$ cat config.mk
export PLATFORM = sky130hd
export DESIGN_NAME = sap_control_sequencer_flat
export DESIGN_NICKNAME = d
export VERILOG_FILES = /design/src/rtl/sap_ctrl_pkg.sv /design/src/rtl/sap_control_sequencer_if.sv /design/src/rtl/sap_ctrl_decode.sv /design/src/rtl/sap_control_sequencer.sv /design/src/flat_wrapper.sv
export SDC_FILE = /design/constraint.sdc
export NUM_CORES = 1
export LEC_CHECK = 0
export CAP_MARGIN = 15
export CELL_PAD_IN_SITES_DETAIL_PLACEMENT = 0
export CELL_PAD_IN_SITES_GLOBAL_PLACEMENT = 2
export CORE_MARGIN = 2
export CORE_UTILIZATION = 30
export DETAILED_ROUTE_END_ITERATION = 7
export HOLD_SLACK_MARGIN = 0.15
export PLACE_DENSITY = 0.76
export SLEW_MARGIN = 10
export SYNTH_ARGS = -nofsm -noshare
export SYNTH_HDL_FRONTEND = slang
export SYNTH_HIERARCHICAL = 1
export SYNTH_SLANG_ARGS = --single-unit
$ cat constraint.sdc
create_clock -name clk -period 2.8 [get_ports clk]
set_clock_uncertainty 0.15 [all_clocks]
set_input_delay 0.7 -clock clk [delete_from_list [all_inputs] [get_ports clk]]
set_output_delay 0.7 -clock clk [all_outputs]
set_load 0.02 [all_outputs]
$ cat src/rtl/sap_ctrl_pkg.sv
// sap_ctrl_pkg: shared opcodes, FSM state encoding and control-word type
// for the accumulator-datapath control sequencer.
package sap_ctrl_pkg;

  localparam logic [2:0] OP_NOP   = 3'd0;
  localparam logic [2:0] OP_LDA   = 3'd1;
  localparam logic [2:0] OP_LDB   = 3'd2;
  localparam logic [2:0] OP_ADD   = 3'd3;
  localparam logic [2:0] OP_SUB   = 3'd4;
  localparam logic [2:0] OP_OUTA  = 3'd5;
  localparam logic [2:0] OP_CMP   = 3'd6;
  localparam logic [2:0] OP_MOVAB = 3'd7;

  localparam logic [1:0] ST_IDLE   = 2'd0;
  localparam logic [1:0] ST_SETTLE = 2'd1;
  localparam logic [1:0] ST_LOAD   = 2'd2;
  localparam logic [1:0] ST_DONE   = 2'd3;

  // Settle counter width; holds SETTLE_CYCLES-1 for the legal range 1..15.
  localparam int SETTLE_CNT_W = 4;

  typedef struct packed {
    logic nLa;
    logic nLb;
    logic Ea;
    logic Eb;
    logic Eu;
    logic sub;
    logic Ei;
  } ctrl_word_t;

  // Loads are active-low, so the idle word has both load bits high.
  localparam ctrl_word_t CTRL_INACTIVE = '{
    nLa: 1'b1, nLb: 1'b1, Ea: 1'b0, Eb: 1'b0, Eu: 1'b0, sub: 1'b0, Ei: 1'b0
  };

  // Opcodes whose result flags are worth keeping.
  function automatic logic is_flag_op(input logic [2:0] op);
    return (op == OP_ADD) || (op == OP_SUB) || (op == OP_CMP);
  endfunction

endpackage

$ cat src/rtl/sap_control_sequencer_if.sv
// sap_control_sequencer_if: opcode handshake, flag inputs and control-word
// outputs between the sequencer (master) and datapath/issuer (slave).
interface sap_control_sequencer_if #(
  parameter int OPCODE_W = 3
);
  logic [OPCODE_W-1:0] instr_op;
  logic                instr_valid;
  logic                instr_ready;
  logic                cf_in;
  logic                zf_in;
  logic                nLa;
  logic                nLb;
  logic                Ea;
  logic                Eb;
  logic                Eu;
  logic                sub;
  logic                Ei;
  logic                out_strobe;
  logic                done;
  logic [1:0]          flags_q;

  modport master (
    input  instr_op, instr_valid, cf_in, zf_in,
    output instr_ready, nLa, nLb, Ea, Eb, Eu, sub, Ei, out_strobe, done, flags_q
  );

  modport slave (
    output instr_op, instr_valid, cf_in, zf_in,
    input  instr_ready, nLa, nLb, Ea, Eb, Eu, sub, Ei, out_strobe, done, flags_q
  );
endinterface

$ cat src/rtl/sap_ctrl_decode.sv
// sap_ctrl_decode: combinational opcode decode into bus-driver fields
// (loads left inactive), which register to load, and the OUTA marker.
module sap_ctrl_decode
  import sap_ctrl_pkg::*;
(
  input  logic [2:0] op,
  output ctrl_word_t drive_word,
  output logic       load_a,
  output logic       load_b,
  output logic       out_a,
  output logic       flag_op
);

  // One driver per opcode at most; Eb is never selected.
  always_comb begin
    drive_word = CTRL_INACTIVE;
    load_a     = 1'b0;
    load_b     = 1'b0;
    out_a      = 1'b0;
    flag_op    = is_flag_op(op);
    case (op)
      OP_LDA:   begin drive_word.Ei = 1'b1; load_a = 1'b1; end
      OP_LDB:   begin drive_word.Ei = 1'b1; load_b = 1'b1; end
      OP_ADD:   begin drive_word.Eu = 1'b1; load_a = 1'b1; end
      OP_SUB:   begin drive_word.Eu = 1'b1; drive_word.sub = 1'b1; load_a = 1'b1; end
      OP_OUTA:  begin drive_word.Ea = 1'b1; out_a = 1'b1; end
      OP_CMP:   begin drive_word.Eu = 1'b1; drive_word.sub = 1'b1; end
      OP_MOVAB: begin drive_word.Ea = 1'b1; load_b = 1'b1; end
      default:  ;
    endcase
  end

endmodule

$ cat src/rtl/sap_control_sequencer.sv
// sap_control_sequencer: accepts one opcode per valid/ready handshake and
// emits a registered control word: drivers settle for SETTLE_CYCLES
// (legal 1..15) before a one-cycle load strobe, then a done pulse.
// Optional flag capture on ADD/SUB/CMP is built with SEQ_FLAG_CAPTURE_EN.
//
// state  | meaning
// IDLE   | ready high, control word inactive, waiting for an opcode
// SETTLE | drivers on, loads off, settle counter running down
// LOAD   | drivers held, load strobe (or out_strobe) was just issued
// DONE   | control word inactive, done pulse issued, ready still low
module sap_control_sequencer
  import sap_ctrl_pkg::*;
#(
  parameter int SETTLE_CYCLES = 1,
  parameter int OPCODE_W      = 3
)
(
  input  logic                     clk,
  input  logic                     rst,
  sap_control_sequencer_if.master  bus
);

  logic [1:0]              state_q, state_d;
  logic [SETTLE_CNT_W-1:0] cnt_q, cnt_d;
  logic [OPCODE_W-1:0]     op_q, op_d;
  ctrl_word_t              ctrl_q, ctrl_d;
  logic                    ready_q, ready_d;
  logic                    out_q, out_d;
  logic                    done_q, done_d;

  logic [2:0]              dec_op;
  ctrl_word_t              dec_word;
  logic                    dec_load_a;
  logic                    dec_load_b;
  logic                    dec_out_a;
  logic                    dec_flag_op;

  // Decode the incoming opcode while idle so drivers can rise on the accept edge.
  always_comb begin
    dec_op = (state_q == ST_IDLE) ? bus.instr_op[2:0] : op_q[2:0];
  end

  sap_ctrl_decode u_decode (
    .op         (dec_op),
    .drive_word (dec_word),
    .load_a     (dec_load_a),
    .load_b     (dec_load_b),
    .out_a      (dec_out_a),
    .flag_op    (dec_flag_op)
  );

  // Next-state and next control word; outputs are registered from these.
  always_comb begin
    state_d = state_q;
    cnt_d   = cnt_q;
    op_d    = op_q;
    ctrl_d  = CTRL_INACTIVE;
    ready_d = ready_q;
    out_d   = 1'b0;
    done_d  = 1'b0;
    case (state_q)
      ST_IDLE: begin
        ready_d = 1'b1;
        if (bus.instr_valid && ready_q) begin
          op_d    = bus.instr_op;
          ctrl_d  = dec_word;
          cnt_d   = SETTLE_CNT_W'(SETTLE_CYCLES - 1);
          ready_d = 1'b0;
          state_d = ST_SETTLE;
        end
      end
      ST_SETTLE: begin
        ctrl_d = dec_word;
        if (cnt_q == '0) begin
          ctrl_d.nLa = ~dec_load_a;
          ctrl_d.nLb = ~dec_load_b;
          out_d      = dec_out_a;
          state_d    = ST_LOAD;
        end else begin
          cnt_d = cnt_q - SETTLE_CNT_W'(1);
        end
      end
      ST_LOAD: begin
        done_d  = 1'b1;
        state_d = ST_DONE;
      end
      ST_DONE: begin
        ready_d = 1'b1;
        state_d = ST_IDLE;
      end
      default: begin
        ready_d = 1'b1;
        state_d = ST_IDLE;
      end
    endcase
  end

  // State and registered outputs; reset drops any in-flight strobe at once.
  always_ff @(posedge clk) begin
    if (rst) begin
      state_q <= ST_IDLE;
      cnt_q   <= '0;
      op_q    <= '0;
      ctrl_q  <= CTRL_INACTIVE;
      ready_q <= 1'b1;
      out_q   <= 1'b0;
      done_q  <= 1'b0;
    end else begin
      state_q <= state_d;
      cnt_q   <= cnt_d;
      op_q    <= op_d;
      ctrl_q  <= ctrl_d;
      ready_q <= ready_d;
      out_q   <= out_d;
      done_q  <= done_d;
    end
  end

  assign bus.instr_ready = ready_q;
  assign bus.nLa         = ctrl_q.nLa;
  assign bus.nLb         = ctrl_q.nLb;
  assign bus.Ea          = ctrl_q.Ea;
  assign bus.Eb          = ctrl_q.Eb;
  assign bus.Eu          = ctrl_q.Eu;
  assign bus.sub         = ctrl_q.sub;
  assign bus.Ei          = ctrl_q.Ei;
  assign bus.out_strobe  = out_q;
  assign bus.done        = done_q;

`ifdef SEQ_FLAG_CAPTURE_EN
  logic [1:0] flags_q, flags_d;

  // Flags are taken while the done pulse is visible, so the ALU result has settled.
  always_comb begin
    flags_d = flags_q;
    if (state_q == ST_DONE && dec_flag_op) begin
      flags_d = {bus.cf_in, bus.zf_in};
    end
  end

  // Flag register.
  always_ff @(posedge clk) begin
    if (rst) begin
      flags_q <= 2'b00;
    end else begin
      flags_q <= flags_d;
    end
  end

  assign bus.flags_q = flags_q;
`else
  logic unused_flag_inputs;
  assign unused_flag_inputs = ^{bus.cf_in, bus.zf_in, dec_flag_op};
  assign bus.flags_q        = 2'b00;
`endif

endmodule
$ cat src/flat_wrapper.sv
// flat-port wrapper written by rule: the top's interface ports become plain ports
module sap_control_sequencer_flat import sap_ctrl_pkg::*;
#(
  parameter int SETTLE_CYCLES = 1,
  parameter int OPCODE_W      = 3
)
  (clk, rst, bus_instr_op, bus_instr_valid, bus_cf_in, bus_zf_in, bus_instr_ready, bus_nLa, bus_nLb, bus_Ea, bus_Eb, bus_Eu, bus_sub, bus_Ei, bus_out_strobe, bus_done, bus_flags_q);
  sap_control_sequencer_if #(.OPCODE_W(OPCODE_W)) bus_i ();
  input  logic clk;
  input  logic rst;
  input wire logic [$bits(bus_i.instr_op)-1:0] bus_instr_op;
  input wire logic [$bits(bus_i.instr_valid)-1:0] bus_instr_valid;
  input wire logic [$bits(bus_i.cf_in)-1:0] bus_cf_in;
  input wire logic [$bits(bus_i.zf_in)-1:0] bus_zf_in;
  output wire logic [$bits(bus_i.instr_ready)-1:0] bus_instr_ready;
  output wire logic [$bits(bus_i.nLa)-1:0] bus_nLa;
  output wire logic [$bits(bus_i.nLb)-1:0] bus_nLb;
  output wire logic [$bits(bus_i.Ea)-1:0] bus_Ea;
  output wire logic [$bits(bus_i.Eb)-1:0] bus_Eb;
  output wire logic [$bits(bus_i.Eu)-1:0] bus_Eu;
  output wire logic [$bits(bus_i.sub)-1:0] bus_sub;
  output wire logic [$bits(bus_i.Ei)-1:0] bus_Ei;
  output wire logic [$bits(bus_i.out_strobe)-1:0] bus_out_strobe;
  output wire logic [$bits(bus_i.done)-1:0] bus_done;
  output wire logic [$bits(bus_i.flags_q)-1:0] bus_flags_q;
  assign bus_i.instr_op = bus_instr_op;
  assign bus_i.instr_valid = bus_instr_valid;
  assign bus_i.cf_in = bus_cf_in;
  assign bus_i.zf_in = bus_zf_in;
  assign bus_instr_ready = bus_i.instr_ready;
  assign bus_nLa = bus_i.nLa;
  assign bus_nLb = bus_i.nLb;
  assign bus_Ea = bus_i.Ea;
  assign bus_Eb = bus_i.Eb;
  assign bus_Eu = bus_i.Eu;
  assign bus_sub = bus_i.sub;
  assign bus_Ei = bus_i.Ei;
  assign bus_out_strobe = bus_i.out_strobe;
  assign bus_done = bus_i.done;
  assign bus_flags_q = bus_i.flags_q;
  sap_control_sequencer #(.SETTLE_CYCLES(SETTLE_CYCLES), .OPCODE_W(OPCODE_W)) u_core (.clk(clk), .rst(rst), .bus(bus_i));
endmodule
==> results.py <==
metrics = {
    "run": {
        "maxCapViolCount": 0,
    },
    "power": {
        "power.density_nw_per_um2": 783,
        "ir_drop_v": 0.000154,
        "p_leak_nw": 0.524,
    },
    "place": {
        "dp_hpwl_mm": 1.40,
        "dp.cells": 161,
        "port_buffers": 15,
        "place.gp.congestion": 0.760,
    },
    "floorplanning": {
        "initial_core_util_pct": 32.3,
        "rows": 20,
        "io_pins": 20,
        "die_w_um": 61.8,
        "die_h_um": 61.8,
        "core_region_area_sq_um": 3100,
        "die_area_sq_um": 3810,
    },
    "critical_path": {
        "path_buf_inv": 1,
        "cp_slowest_cell": "clkdlybuf4s50_1",
        "critical-path-top-delay-family": "buffers and inverters",
        "endpoint_kind": "output pin",
        "critPathArrivalTime_ns": 1.32,
        "crit_type": "reg2out",
        "cp.required_ns": 1.95,
        "crit_chain": "clkdlybuf4s50_1",
        "max_stage_delay_ns": 0.62,
        "cp-start-kind": "flip-flop",
        "path_max_fanout": 4,
    },
    "route": {
        "drc_errors": 0,
        "ant_nets": 0,
        "wl_met3_um": 58,
        "via_per_inst": 4.38,
        "postRouteWirelength_mm": 1.80,
        "dr_total_vias": 723,
        "wire_per_inst_um": 10.9,
        "drtPass1Iterations": 4,
        "drt-initial-drc-count": 14,
        "met1_length_um": 922,
        "routed.top_layer": "met4",
        "wl_met2_um": 801,
    },
    "global_route": {
        "grt_pass1_wl_mm": 3.09,
        "grt_pass1_vias": 673,
        "gr-total-overflow": 0,
        "grt_max_degree": 12,
        "antenna_found_initial": 0,
        "track_usage_pct": 11.4,
    },
    "clocking": {
        "clk_latency_ns": 0.30,
        "clkTransAtPathRegs_ns": 0.11,
        "clkSinkCount": 19,
        "cts_tree": "built",
        "cts_root_buf": "clkbuf_4",
        "cts_buffers": 3,
        "hold_buffers": 0,
        "htree_levels": 1,
        "postCtsSetupBuffers": 0,
        "clockBufferDepth": 2,
        "ctsResizeCount": 0,
    },
    "sta": {
        "hold_viol_final": 0,
        "fmax_mhz": 462,
        "fin_crit_ns": 2.17,
        "period_share_pct": 77.4,
        "setup_tns_ns": 0,
        "rsz0062_at_grt": "no",
        "slew_violations": 0,
        "timing.hold.ws_ns": 0.355,
        "setup_violations": 0,
    },
    "synth": {
        "synth_area_per_cell_sq_um": 9.35,
        "syn-cell-area_sq_um": 1000,
        "synth_cells": 107,
        "ys_warn_count": 6,
    },
    "worst_hold_path": {
        "hold_path.class": "reg2reg",
    },
    "layout": {
        "stdcell_count": 165,
        "drive_above_1_share_pct": 10.7,
        "regArea_sq_um": 380,
        "syn_to_final_growth_pct": 19.4,
        "nets": 136,
        "antenna_cells": 0,
        "multiInputGateArea_sq_um": 534,
        "n_fill_cell": 336,
    },
    "outcome": {
        "status": "finished clean",
    },
}
registers in the layout (all words and copies together), names as in the netlist:
register	count
u_core/bus.instr_ready	1
u_core/state_q	2
u_core/bus.done	1
u_core/bus.Ei	1
u_core/op_q	3
u_core/bus.Eb	1
u_core/cnt_q	4
u_core/bus.nLb	1
u_core/bus.out_strobe	1
u_core/bus.sub	1
u_core/bus.Ea	1
u_core/bus.nLa	1
u_core/bus.Eu	1
worst min-delay path, cell delays in order (launching register included):
cell and delay [ns]:
dfxtp_1 0.35, nand2_1 0.06, o32ai_1 0.06
layout make-up:
cell class                      count  area share [%]
Tap cell                           44            4.61
Inverter                           11            3.46
Sequential cell                    19            31.8
Clock buffer                        4            2.20
Multi-Input combinational cell     71            44.7
Timing Repair Buffer               16            13.2
cells in the final DEF (no fill, tap or decap), types with 3 or more instances in the layout:
master,n
mux2i_1,6
dfxtp_1,19
mux2_2,3
nand2_1,6
nor2_1,4
and2_1,5
conb_1,5
o21ai_0,3
clkbuf_4,3
clkdlybuf4s50_1,15
inv_1,11
ha_1,6
metrics by stage:
step	setup slack (ns)	instance area [sq um]	util [%]	total power, W
after global placement	0.355	1170	37.7	0.000804
final	0.634	1190	38.5	0.000935
after global routing	0.525	1190	38.5	0.00101
after CTS	0.617	1190	38.5	0.000949
after floorplan	0.826	1010	-	0.000671
after detailed placement	0.351	1170	37.7	0.000804
layer usage:
metal / up-vias / global-route usage [%]
met1: 326 / 15.9
met5: - / 0
met2: 9 / 16.1
met4: 0 / 6.38
met3: 2 / 2.69
li1: 386 / -
final timing paths:
kind	startpoint	endpoint	slack (ns)	cells after the start
max	u_core/bus.instr_ready$_SDFFE_PP1P_	bus_instr_ready	0.63	1
min	u_core/cnt_q[1]$_SDFFE_PP0P_	u_core/cnt_q[1]$_SDFFE_PP0P_	0.35	2
min reg2reg	u_core/cnt_q[1]$_SDFFE_PP0P_	u_core/cnt_q[1]$_SDFFE_PP0P_	0.35	2
max reg2reg	u_core/state_q[0]$_SDFFE_PP0P_	u_core/bus.nLa$_SDFF_PP1_	0.68	7
power breakdown:
part | switching, W | internal [W]
Combinational | 0.000234 | 0.000211
Clock | 0.0000851 | 0.0000554
Sequential | 0.0000257 | 0.000325
(Power assumes the default switching activity.)
